[config.mk]
export PLATFORM = sky130hd
export DESIGN_NAME = axi4lite_arbiter2
export DESIGN_NICKNAME = d
export VERILOG_FILES = /design/src/rtl/axi4lite_pkg.sv /design/src/rtl/rr_arbiter2.sv /design/src/rtl/axi4lite_arbiter2.sv
export SDC_FILE = /design/constraint.sdc
export NUM_CORES = 1
export LEC_CHECK = 0
export ABC_AREA = 1
export ABC_CLOCK_PERIOD_IN_PS = 1440
export BUFFER_PORTS_ARGS = -buffer_cell sky130_fd_sc_hd__clkbuf_2
export CAP_MARGIN = 20
export CELL_PAD_IN_SITES_DETAIL_PLACEMENT = 0
export CELL_PAD_IN_SITES_GLOBAL_PLACEMENT = 1
export CORE_AREA = 2 2 170 172
export CTS_CLUSTER_SIZE = 10
export DETAILED_ROUTE_END_ITERATION = 10
export DIE_AREA = 0 0 172 174
export PLACE_DENSITY_LB_ADDON = 0.1
export SLEW_MARGIN = 20
export SYNTH_ARGS = -nofsm -noshare
export SYNTH_HDL_FRONTEND = slang
export SYNTH_HIERARCHICAL = 1
export SYNTH_SLANG_ARGS = --single-unit
[constraint.sdc]
create_clock -name clk -period 1.44 [get_ports clk]
set_input_delay 0.36 -clock clk [delete_from_list [all_inputs] [get_ports clk]]
set_output_delay 0.36 -clock clk [all_outputs]
set_load 0.03 [all_outputs]
[src/rtl/axi4lite_pkg.sv]
// Shared types and constants for the AXI4-Lite interconnect blocks.
package axi4lite_pkg;

  typedef enum logic [1:0] {
    IDLE = 2'd0,
    RD   = 2'd1,
    WR   = 2'd2
  } arb_state_t;

  localparam logic [1:0] RESP_OKAY = 2'b00;

endpackage

[src/rtl/rr_arbiter2.sv]
// Two-requester round-robin pick: on a tie the requester other than last_grant wins.
module rr_arbiter2 (
  input  logic [1:0] req,
  input  logic       last_grant,
  output logic       grant_sel,
  output logic       grant_valid
);

  assign grant_valid = |req;
  assign grant_sel   = (&req) ? ~last_grant : req[1];

endmodule

[src/rtl/axi4lite_arbiter2.sv]
// Two-master to one-slave AXI4-Lite arbiter: round-robin, one transaction in flight,
// granted master's channels passed through combinationally until the final handshake.
module axi4lite_arbiter2
  import axi4lite_pkg::*;
#(
  parameter int DATA_WIDTH = 32,
  parameter int ADDR_WIDTH = 32
) (
  input  logic                  clk,
  input  logic                  rst,
  // master 0
  input  logic                  m0_arvalid,
  input  logic [ADDR_WIDTH-1:0] m0_araddr,
  output logic                  m0_arready,
  output logic                  m0_rvalid,
  output logic [DATA_WIDTH-1:0] m0_rdata,
  output logic [1:0]            m0_rresp,
  input  logic                  m0_rready,
  input  logic                  m0_awvalid,
  input  logic [ADDR_WIDTH-1:0] m0_awaddr,
  output logic                  m0_awready,
  input  logic                  m0_wvalid,
  input  logic [DATA_WIDTH-1:0] m0_wdata,
  input  logic [3:0]            m0_wstrb,
  output logic                  m0_wready,
  output logic                  m0_bvalid,
  output logic [1:0]            m0_bresp,
  input  logic                  m0_bready,
  // master 1
  input  logic                  m1_arvalid,
  input  logic [ADDR_WIDTH-1:0] m1_araddr,
  output logic                  m1_arready,
  output logic                  m1_rvalid,
  output logic [DATA_WIDTH-1:0] m1_rdata,
  output logic [1:0]            m1_rresp,
  input  logic                  m1_rready,
  input  logic                  m1_awvalid,
  input  logic [ADDR_WIDTH-1:0] m1_awaddr,
  output logic                  m1_awready,
  input  logic                  m1_wvalid,
  input  logic [DATA_WIDTH-1:0] m1_wdata,
  input  logic [3:0]            m1_wstrb,
  output logic                  m1_wready,
  output logic                  m1_bvalid,
  output logic [1:0]            m1_bresp,
  input  logic                  m1_bready,
  // slave
  output logic                  s_arvalid,
  output logic [ADDR_WIDTH-1:0] s_araddr,
  input  logic                  s_arready,
  input  logic                  s_rvalid,
  input  logic [DATA_WIDTH-1:0] s_rdata,
  input  logic [1:0]            s_rresp,
  output logic                  s_rready,
  output logic                  s_awvalid,
  output logic [ADDR_WIDTH-1:0] s_awaddr,
  input  logic                  s_awready,
  output logic                  s_wvalid,
  output logic [DATA_WIDTH-1:0] s_wdata,
  output logic [3:0]            s_wstrb,
  input  logic                  s_wready,
  input  logic                  s_bvalid,
  input  logic [1:0]            s_bresp,
  output logic                  s_bready
);

  arb_state_t state, state_next;
  logic       grant_sel, last_grant;
  logic       ar_done, aw_done, w_done;
  logic       arb_sel, arb_valid;

  // Master-indexed views of the flat ports so the muxes can index by grant_sel.
  logic [1:0]                 arvalid_m, rready_m, awvalid_m, wvalid_m, bready_m;
  logic [1:0][ADDR_WIDTH-1:0] araddr_m, awaddr_m;
  logic [1:0][DATA_WIDTH-1:0] wdata_m, rdata_m;
  logic [1:0][3:0]            wstrb_m;
  logic [1:0]                 arready_m, rvalid_m, awready_m, wready_m, bvalid_m;
  logic [1:0][1:0]            rresp_m, bresp_m;

  assign arvalid_m = {m1_arvalid, m0_arvalid};
  assign rready_m  = {m1_rready, m0_rready};
  assign awvalid_m = {m1_awvalid, m0_awvalid};
  assign wvalid_m  = {m1_wvalid, m0_wvalid};
  assign bready_m  = {m1_bready, m0_bready};
  assign araddr_m  = {m1_araddr, m0_araddr};
  assign awaddr_m  = {m1_awaddr, m0_awaddr};
  assign wdata_m   = {m1_wdata, m0_wdata};
  assign wstrb_m   = {m1_wstrb, m0_wstrb};

  assign m0_arready = arready_m[0];
  assign m0_rvalid  = rvalid_m[0];
  assign m0_rdata   = rdata_m[0];
  assign m0_rresp   = rresp_m[0];
  assign m0_awready = awready_m[0];
  assign m0_wready  = wready_m[0];
  assign m0_bvalid  = bvalid_m[0];
  assign m0_bresp   = bresp_m[0];
  assign m1_arready = arready_m[1];
  assign m1_rvalid  = rvalid_m[1];
  assign m1_rdata   = rdata_m[1];
  assign m1_rresp   = rresp_m[1];
  assign m1_awready = awready_m[1];
  assign m1_wready  = wready_m[1];
  assign m1_bvalid  = bvalid_m[1];
  assign m1_bresp   = bresp_m[1];

  rr_arbiter2 u_rr (
    .req         (arvalid_m | awvalid_m | wvalid_m),
    .last_grant  (last_grant),
    .grant_sel   (arb_sel),
    .grant_valid (arb_valid)
  );

  always_comb begin
    // NOTE: every signal written here gets a default first, so no path through the case infers a latch.
    state_next = state;
    s_arvalid  = 1'b0;
    s_araddr   = '0;
    s_rready   = 1'b0;
    s_awvalid  = 1'b0;
    s_awaddr   = '0;
    s_wvalid   = 1'b0;
    s_wdata    = '0;
    s_wstrb    = '0;
    s_bready   = 1'b0;
    arready_m  = '0;
    rvalid_m   = '0;
    rdata_m    = '0;
    rresp_m    = {2{RESP_OKAY}};
    awready_m  = '0;
    wready_m   = '0;
    bvalid_m   = '0;
    bresp_m    = {2{RESP_OKAY}};

    case (state)
      IDLE: begin
        // Reads win within a master; its pending write is re-arbitrated afterwards.
        if (arb_valid) state_next = arvalid_m[arb_sel] ? RD : WR;
      end
      RD: begin
        s_arvalid            = arvalid_m[grant_sel] & ~ar_done;
        s_araddr             = araddr_m[grant_sel];
        s_rready             = rready_m[grant_sel];
        arready_m[grant_sel] = s_arready & ~ar_done;
        rvalid_m[grant_sel]  = s_rvalid;
        rdata_m[grant_sel]   = s_rdata;
        rresp_m[grant_sel]   = s_rresp;
        if (s_rvalid && rready_m[grant_sel]) state_next = IDLE;
      end
      WR: begin
        s_awvalid            = awvalid_m[grant_sel] & ~aw_done;
        s_awaddr             = awaddr_m[grant_sel];
        s_wvalid             = wvalid_m[grant_sel] & ~w_done;
        s_wdata              = wdata_m[grant_sel];
        s_wstrb              = wstrb_m[grant_sel];
        s_bready             = bready_m[grant_sel];
        awready_m[grant_sel] = s_awready & ~aw_done;
        wready_m[grant_sel]  = s_wready & ~w_done;
        bvalid_m[grant_sel]  = s_bvalid;
        bresp_m[grant_sel]   = s_bresp;
        if (s_bvalid && bready_m[grant_sel]) state_next = IDLE;
      end
      default: state_next = IDLE;
    endcase
  end

  // NOTE: state registers use non-blocking assignments so every flop samples pre-edge values.
  always_ff @(posedge clk) begin
    if (!rst) begin
      state      <= IDLE;
      grant_sel  <= 1'b0;
      last_grant <= 1'b1;
      ar_done    <= 1'b0;
      aw_done    <= 1'b0;
      w_done     <= 1'b0;
    end else begin
      state <= state_next;
      case (state)
        IDLE: begin
          if (arb_valid) begin
            grant_sel <= arb_sel;
            ar_done   <= 1'b0;
            aw_done   <= 1'b0;
            w_done    <= 1'b0;
          end
        end
        RD: begin
          if (s_arvalid && s_arready) ar_done <= 1'b1;
          if (s_rvalid && s_rready) last_grant <= grant_sel;
        end
        WR: begin
          if (s_awvalid && s_awready) aw_done <= 1'b1;
          if (s_wvalid && s_wready) w_done <= 1'b1;
          if (s_bvalid && s_bready) last_grant <= grant_sel;
        end
        default: ;
      endcase
    end
  end

endmodule

### Word-level counts from Yosys, hierarchy flattened

Index checks and enable logic that the tools add are counted.

| storage, ports and cells | value |
|---|---|
| bits in registers | 7 |
| bits in latches | 0 |
| bits in writable memories | 0 |
| ROM bits | 0 |
| input bits | 253 |
| memories | 0 |

| cells by class | value |
|---|---|
| add/subtract/negate cells | 0 |
| multiply operators | 0 |
| divide/modulo/power cells | 0 |
| $lt $le $gt $ge | 3 |
| equality and inequality tests | 10 |
| shift operators | 0 |
| muxes and demuxes | 59 |
| bitwise operators | 20 |
| reductions and logical operators | 20 |

Operators with widths:

| cell | number |
|---|---|
| 2-to-1 mux 32 bit | 10 |
| bitwise AND 64 bit | 1 |
| 2-to-1 mux 64 bit | 1 |
| demux 32 bit (select 1 bit) | 1 |
| 2-to-1 mux 1 bit | 25 |
| 2-to-1 mux 2 bit | 10 |
| 2-to-1 mux 4 bit | 5 |
| != test 2 bit, second input constant | 8 |
| AND reduction 3 bit | 5 |
| bitwise AND 2 bit | 5 |
| bitwise AND 4 bit | 2 |
| logical AND 1 bit | 8 |
| one-hot mux 1 bit (2 select lines) | 4 |
| bitwise AND 1 bit | 6 |
| one-hot mux 2 bit (3 select lines) | 1 |
| nonzero test 2 bit | 3 |
| less-than comparator 1 x 2 -> 1 bit, second input constant | 2 |
| NOT 1 bit | 4 |
| bitwise OR 2 bit | 2 |
| AND reduction 2 bit | 2 |
| demux 2 bit (select 1 bit) | 1 |
| equality test 2 x 1 -> 1 bit, second input constant | 1 |
| equality test 2 bit, second input constant | 1 |
| zero test 2 bit | 1 |
| other kinds (3) | 3 |

### Depth between registers and ports, before layout

Gate-level depths: netlist (run 1).

| logic depth | value |
|---|---|
| word-level depth | 9 |
| gate-level depth with buffers | 8 |
| gate-level depth less buffers | 8 |

### By module

The synthesis (run 1) kept the hierarchy.

By module, submodules not included:

| module | times used | cells an instance | area an instance (um2) | seq. area each (um2) |
|---|---|---|---|---|
| axi4lite_arbiter2 | 1 | 397 | 2114.5 | 140.1 |
| rr_arbiter2 | 1 | 3 | 15.0 | 0.0 |

### Worst setup path after synthesis (run 1)

OpenSTA, ideal clock, no wires.

| timing path | value |
|---|---|
| kind | register to output |
| from | register grant_sel |
| to | output port s_arvalid |
| arrival | 1.540 ns |
| setup slack | -0.460 ns |
| stages on the path, launching flop included | 5 |
| cells stage by stage | dfxtp_1 -> buf_2 -> nand2_1 -> o21ai_0 -> nor3b_1 |

| between the ends | value |
|---|---|
| word-level cells in the longest chain between the ends | 4 |

RTL lines:

| what | RTL line | RTL |
|---|---|---|
| from (decl) | axi4lite_arbiter2.sv:68 | `logic grant_sel, last_grant;` |
| from (signal assigned) | axi4lite_arbiter2.sv:181 | `grant_sel <= arb_sel;` |
| 2-to-1 mux 1 bit (not written as such) (2 in a row) | axi4lite_arbiter2.sv:141 | `s_arvalid = arvalid_m[grant_sel] & ~ar_done;` |
| bitwise AND 1 bit | axi4lite_arbiter2.sv:141 |  |
| 2-to-1 mux 1 bit | axi4lite_arbiter2.sv:135 | `case (state)` |
| to (decl) | axi4lite_arbiter2.sv:48 | `output logic s_arvalid,` |

No other way between the ends. The select of a mux whose other input is x is not followed.

### Final worst setup path (run 1)

| timing path | value |
|---|---|
| from | register state[1] |
| to | output port s_awaddr[0] |

| between the ends | value |
|---|---|
| word-level cells in the longest chain between the ends | 2 |

RTL lines:

| what | RTL line | RTL |
|---|---|---|
| from (decl) | axi4lite_arbiter2.sv:67 | `arb_state_t state, state_next;` |
| from (signal assigned) | axi4lite_arbiter2.sv:177 | `state <= state_next;` |
| equality test 2 bit | axi4lite_arbiter2.sv:135 |  |
| 2-to-1 mux 32 bit | axi4lite_arbiter2.sv:135 |  |
| to (decl) | axi4lite_arbiter2.sv:56 | `output logic [ADDR_WIDTH-1:0] s_awaddr,` |

No other way between the ends.

==> impl_metrics.env, run 1 <==
export IMPL_cp_top_family="buffers and inverters"
export IMPL_rr_startpoint="grant_sel"
export IMPL_seq_area_um2=146
export IMPL_worstPathMaxFanout=5
export IMPL_finalPower_mw=8.34
export IMPL_fin_ws_ns=-0.464
export IMPL_root_buffer="clkbuf_16"
export IMPL_htree_levels=1
export IMPL_grt_pass1_vias=4764
export IMPL_cts_made_buffers=3
export IMPL_ant_nets=0
export IMPL_reg2reg_depth=10
export IMPL_multi_input_area_um2=3140
export IMPL_nets=1146
export IMPL_p_seq_frac=0.033
export IMPL_tightest_slew_ns=0.346
export IMPL_firstDrtPassIters=4
export IMPL_post_route_min_period_ns=1.90
export IMPL_synth_top_area_frac=0.280
export IMPL_crit_slowest_cell="dfxtp_2"
export IMPL_num_rows=62
export IMPL_grt_pass1_wl_um=28800
export IMPL_rrSetupSlack_ns=-0.04
export IMPL_yosysWarnings=6
export IMPL_synth_nets=653
export IMPL_grt_util_met2=0.228
export IMPL_initialDrtViolationCount=105
export IMPL_clkSlewWorstSetupHoldPaths_ns=0.04
export IMPL_grt_antenna_before_repair=1
export IMPL_yosysSeqAreaShare=0.0658
export IMPL_gr_total_overflow=0
export IMPL_max_freq_ghz=0.525
export IMPL_r2r_end="last_grant"
export IMPL_hold_path_class="input port to flip-flop"
export IMPL_synth_area_leader_cell="a22o_1"
export IMPL_avgRoutedWirePerCell_um=16.8
export IMPL_gp_congestion=0.877
export IMPL_clkPwrFrac=0.058
export IMPL_grt_max_degree=36
export IMPL_synth_cell_type_count=24
export IMPL_fin_skew_ns=0.00195
export IMPL_crit_type="flip-flop to primary output"
export IMPL_vdd_ir_drop_max_uv=293
export IMPL_crit_chain="inv_2 -> nor2_4 -> inv_4 -> nor2_4 -> buf_12 -> buf_12 -> buf_6 -> a22o_4 -> buf_8"
export IMPL_viasPerCell=3.64
export IMPL_fin_util=0.332
export IMPL_combPwrFrac=0.909
export IMPL_die_width_um=172
export IMPL_cp_depth=9
export IMPL_fp_dieArea_um2=29900
export IMPL_cp_start_kind="flip-flop"
export IMPL_relSlewSlack=0.767
export IMPL_swShare=0.479
export IMPL_start_util=0.0754
export IMPL_power_switching_mw=4.00
export IMPL_holdCritStartpoint="rst"
export IMPL_area_delta_synth_final_pct=340
export IMPL_portBuffers=439
export IMPL_status="finished, violations left"
export IMPL_internal_power_mw=4.35
export IMPL_fill_cells=2984
export IMPL_syn_area_um2=2130
export IMPL_cpPeakStageDelay_ns=0.32
export IMPL_via_count=4649
export IMPL_clock_sinks=7
export IMPL_maxSlewViolCount=0
export IMPL_grt_usage=0.126
export IMPL_drive_gt1_frac=0.820
export IMPL_grtUsageMet1=0.156
export IMPL_wirelength_um=21500
export IMPL_clk_latency_ns=0.23
export IMPL_crit_required_ns=1.08
export IMPL_drc=0
export IMPL_cp_startpoint="state[1]"
export IMPL_post_route_period_util=1.32
export IMPL_power_density_nw_per_um2=891
export IMPL_die_h_um=174
export IMPL_max_cap_violations=0
export IMPL_met3_usage=0.0298
export IMPL_violations="negative setup slack"
export IMPL_postSynthAreaPerCell_um2=5.32
export IMPL_p_leak_nw=4.49
export IMPL_synth_seq_cells=7
export IMPL_cts_buffer_depth=2
export IMPL_postCtsHoldBufs=0
export IMPL_io_pins=440
export IMPL_coreArea_um2=28200
export IMPL_synth_area_top_cells="a22o_1 (28%), nand2_1 (16%), nor2_1 (14%)"
export IMPL_netlist_instances=400
export IMPL_endpoint_kind="primary output"
export IMPL_busiest_layer="met2"
export IMPL_endpoint="s_awaddr[0]"
export IMPL_crit_arrival_ns=1.54
export IMPL_timing_hold_violations_final=0
export IMPL_rsz0062_at_grt="true"
export IMPL_setup_viol=188
export IMPL_tritoncts="done"
export IMPL_worst_path_buf_inv=6
export IMPL_hpwl_um=16600
worst min-delay path by stage:
stage,to,slack [ns],cells past startpoint
finish,last_grant,0.34,2
CTS,last_grant,0.35,2
detailed placement,aw_done,0.46,2
global route,last_grant,0.35,2
global placement,aw_done,0.46,2
floorplan,last_grant,0.43,2
worst register-to-register path, cell delays in order (launching register included):
cell	delay [ns]
dfxtp_4	0.38
inv_6	0.09
bufbuf_16	0.26
nand2_1	0.07
buf_4	0.13
nand2_1	0.08
nand3_2	0.10
nand2_1	0.10
nand2_1	0.06
nand2_1	0.05
nand3_1	0.06
Yosys cell counts:
cell type,instances
inv_2,5
o21ai_0,3
buf_2,18
or2_2,1
nor2_4,4
buf_6,2
clkinv_1,1
clkbuf_1,3
a22o_1,68
nor2_1,78
nor3b_1,1
a21oi_1,42
buf_4,2
or2_1,1
nand2_1,90
nand4_1,1
or3_1,1
nand2_2,2
nor2_2,5
dfxtp_1,7
inv_1,51
nand3_1,7
and3_1,1
buf_1,6
cells by family (layout without fill, tap and decap cells):
| group | after synthesis | in the layout | synth area share |
|---|---|---|---|
| buffers and inverters | 88 | 580 | 0.176 |
| other | 0 | 1 | 0 |
| AO/OA/AOI/OAI | 113 | 113 | 0.385 |
| flip-flops | 7 | 7 | 0.0658 |
| AND/OR/NAND/NOR | 192 | 192 | 0.373 |
power by group through the flow:
stage	Sequential, mW	Clock (mW)	Combinational, mW
4_1_cts	0.282	0.494	6.61
3_3_place_gp	0.278	0	5.17
3_5_place_dp	0.281	0	5.12
2_1_floorplan	0.265	0	3.48
6_report	0.277	0.482	7.58
5_1_grt	0.282	0.505	7.98
state kept, by name (all words and copies together), names as in the netlist:
signal,flops
w_done,1
grant_sel,1
aw_done,1
last_grant,1
state,2
ar_done,1
cells in the final DEF (no fill, tap or decap), drive strengths merged:
cell type,count
clkbuf,278
o21ai,3
bufbuf,1
or2,2
nand3,7
nand4,1
diode,1
buf,243
a22o,68
nor3b,1
a21oi,42
inv,56
nand2,92
and3,1
dfxtp,7
or3,1
nor2,87
clkinv,2
per-stage QoR:
step / setup WS [ns] / TNS (ns) / std cells / hold slack (ns) / area (um^2)
after global placement: -0.310 / -42.11 / 1238 / 0.457 / 6320
after CTS: -0.504 / -82.87 / 1258 / 0.348 / 8340
after floorplan: -0.157 / -14.94 / 400 / 0.429 / 3440
after detailed placement: -0.318 / -42.81 / 1238 / 0.459 / 6320
final: -0.464 / -74.40 / 1277 / 0.342 / 9370
after global routing: -0.525 / -86.77 / 1276 / 0.355 / 9370
final cells by class:
class                      count  area share
clock buffer                   3     0.00801
tap                          384      0.0513
timing repair buffer         519       0.562
antenna                        1    0.000267
clock inverter                 1    0.000534
multi-input combinational    305       0.335
inverter                      57      0.0266
sequential                     7      0.0156
timing repair:
item                       4_1_cts  5_1_grt
setup buffers                    7        4
pin swaps                        9       48
setup endpoints to repair      191      192
cloned                           9       15
resized for setup              391      260
routing by layer:
metal  vias up  wire [um]
met2       187      10900
met5         -          0
met4         0        186
met3        12       1330
li1       2320          -
met1      2130       9010
Power figures use the tool's default switching activity.
==> run 2: changes to the inputs <==
ABC_AREA = not set   (was 1)
CORE_AREA = 2 2 173 175   (was 2 2 170 172)
DIE_AREA = 0 0 175 177   (was 0 0 172 174)
==> impl_metrics.env, run 2 <==
export IMPL_power_density_nw_per_um2=582
export IMPL_crit_required_ns=1.08
export IMPL_r2r_end="last_grant"
export IMPL_max_freq_ghz=0.523
export IMPL_synth_edf_count=0
export IMPL_clkSlewWorstSetupHoldPaths_ns=0.04
export IMPL_final_instance_count_excl_fill=1130
export IMPL_firstDrtPassIters=4
export IMPL_grt_max_degree=36
export IMPL_max_cap_violations=0
export IMPL_final_area_um2=8050
export IMPL_rrSetupSlack_ns=-0.10
export IMPL_n_antenna_cell=0
export IMPL_timing_hold_violations_final=0
export IMPL_holdCritStartpoint="rst"
export IMPL_yosysSeqAreaShare=0.0656
export IMPL_gp_congestion=0.878
export IMPL_clk_latency_ns=0.24
export IMPL_hold_depth=2
export IMPL_worst_path_buf_inv=3
export IMPL_finalPower_mw=4.69
export IMPL_cp_start_kind="flip-flop"
export IMPL_synth_top_area_frac=0.410
export IMPL_area_delta_synth_final_pct=277
export IMPL_yosys_area_share_simple=0.338
export IMPL_postSynthAreaPerCell_um2=7.85
export IMPL_fp_dieArea_um2=31000
export IMPL_drc=0
export IMPL_clock_sinks=7
export IMPL_layout_common_cells="clkbuf_2 (265), a22o_4 (92), clkbuf_8 (80)"
export IMPL_tritoncts="done"
export IMPL_async_reset_ff_frac=0
export IMPL_syn_area_um2=2140
export IMPL_netlist_instances=272
export IMPL_synth_compound_area_frac=0.452
export IMPL_post_route_period_util=1.33
export IMPL_synth_seq_cells=7
export IMPL_post_route_min_period_ns=1.91
export IMPL_wirelength_um=19200
export IMPL_htree_levels=1
export IMPL_largest_reg_flops=2
export IMPL_status="finished, violations left"
export IMPL_avgRoutedWirePerCell_um=17.0
export IMPL_rr_startpoint="grant_sel"
export IMPL_fin_skew_ns=0.00492
export IMPL_multi_input_area_um2=2880
export IMPL_start_util=0.0730
export IMPL_crit_chain="nand2b_4 -> nor2_4 -> buf_12 -> buf_4 -> a22o_4 -> clkbuf_8"
export IMPL_endpoint_kind="primary output"
export IMPL_synth_top_family_by_area="compound AO/OA/AOI/OAI gates"
export IMPL_gr_total_overflow=0
export IMPL_cts_buffer_depth=2
export IMPL_tightest_slew_ns=0.366
export IMPL_via_count=4336
export IMPL_cp_startpoint="state[0]"
export IMPL_crit_slowest_cell="dfxtp_2"
export IMPL_reg2reg_depth=7
export IMPL_viasPerCell=3.84
export IMPL_io_pins=440
export IMPL_setup_viol=190
export IMPL_seq_area_um2=146
export IMPL_yosysWarnings=6
export IMPL_worstPathMaxFanout=14
export IMPL_rsz0062_at_grt="true"
export IMPL_place_inst=1112
export IMPL_hpwl_um=15700
export IMPL_fill_cells=3133
export IMPL_synth_top_flop_cell="dfxtp_1"
export IMPL_synth_area_leader_cell="a22o_1"
export IMPL_relSlewSlack=0.756
export IMPL_coreArea_um2=29200
export IMPL_muxShareOfSynthArea=0.0310
export IMPL_placed_area_um2=6140
export IMPL_grt_usage=0.110
export IMPL_ant_nets=0
export IMPL_fin_ws_ns=-0.472
export IMPL_maxSlewViolCount=0
export IMPL_cts_made_buffers=3
export IMPL_crit_type="flip-flop to primary output"
export IMPL_min_to="last_grant"
export IMPL_portBuffers=439
export IMPL_initialDrtViolationCount=74
export IMPL_nets=994
export IMPL_synth_area_top_cells="a22o_1 (41%), and3_1 (21%), dfxtp_1 (6.6%)"
export IMPL_drive_gt1_frac=0.957
export IMPL_synth_cell_type_count=34
export IMPL_synth_nets=525
export IMPL_fin_util=0.275
export IMPL_final_common_cell="clkbuf_2"
export IMPL_cpPeakStageDelay_ns=0.33
export IMPL_grt_antenna_before_repair=0
export IMPL_die_width_um=175
export IMPL_synth_commonest_cells="a22o_1 (100), and3_1 (70), buf_2 (23)"
export IMPL_hold_path_class="input port to flip-flop"
export IMPL_crit_arrival_ns=1.55
export IMPL_synth_xor_area_share=0
export IMPL_post_synth_top_count_cell="a22o_1"
export IMPL_holdWs_ns=0.419
export IMPL_vdd_ir_drop_max_uv=226
export IMPL_cp_top_family="buffers and inverters"
export IMPL_num_rows=63
export IMPL_largest_register="state"
export IMPL_grt_pass1_wl_um=26700
export IMPL_p_leak_nw=4.21
export IMPL_die_h_um=177
export IMPL_root_buffer="clkbuf_16"
export IMPL_yosys_area_share_adder=0
export IMPL_violations="negative setup slack"
export IMPL_grt_pass1_vias=4586
==> run 2: cell types whose count changed after synthesis, moves of 7 or more <==
cell	before	now
buf_6	2	9
a22o_1	68	100
nand2_1	90	3
a21oi_1	42	1
nor2_1	78	4
inv_1	51	1
and3_1	1	70
==> run 2: what timing repair did <==
item | 4_1_cts | 5_1_grt
setup endpoints to repair | 190 | 192
resized for setup | 315 | 143
setup buffers | 8 | 3
hold buffers | 0 | 0
cloned | 2 | 4
endpoints found under the hold margin | 0 | 0
pin swaps | 19 | 21
==> run 2: power by group <==
part / switching (mW) / internal, mW
Combinational: 1.91 / 2.06
Sequential: 0.0212 / 0.214
Clock: 0.118 / 0.365
Total: 2.05 / 2.63
==> run 2: worst max path at each step <==
stage / end / slack [ns] / depth (start not counted)
floorplan: m0_awready / -0.18 / 3
global placement: state[0] / -0.31 / 6
detailed placement: s_awaddr[10] / -0.31 / 6
CTS: s_wdata[5] / -0.49 / 6
global route: m0_bresp[1] / -0.53 / 6
finish: s_awaddr[17] / -0.47 / 6
==> run 2: cell type report <==
type / instances / share of cell area
clock buffer: 3 / 0.00933
clock inverter: 1 / 0.000622
inverter: 1 / 0.000467
multi-input combinational: 226 / 0.358
sequential: 7 / 0.0182
tap: 390 / 0.0607
timing repair buffer: 502 / 0.553
==> run 2: cell families after synthesis <==
logic type             Yosys count
AO/OA/AOI/OAI                  111
buffers and inverters           39
flip-flops                       7
multiplexers                     6
AND/OR/NAND/NOR                109
==> run 2: layer usage <==
layer | GRT usage | wire (um) | vias up
met5 | 0 | 0 | -
met4 | 0.0125 | 117 | 0
met3 | 0.0286 | 1670 | 9
met2 | 0.222 | 10700 | 247
met1 | 0.116 | 6710 | 2038
li1 | - | - | 2042
==> run 2: worst register-to-register path, stage by stage (launching register included) <==
cell      delay, ns
dfxtp_2        0.33
buf_6          0.14
buf_12         0.15
mux2i_4        0.20
buf_4          0.13
nand2b_4       0.14
o221ai_1       0.20
o211ai_2       0.12
==> run 2: per-stage QoR <==
step	TNS [ns]	setup WS, ns
after floorplan	-4.49	-0.183
after global placement	-48.90	-0.313
after detailed placement	-50.36	-0.308
after CTS	-83.99	-0.491
after global routing	-90.93	-0.532
final	-79.20	-0.472
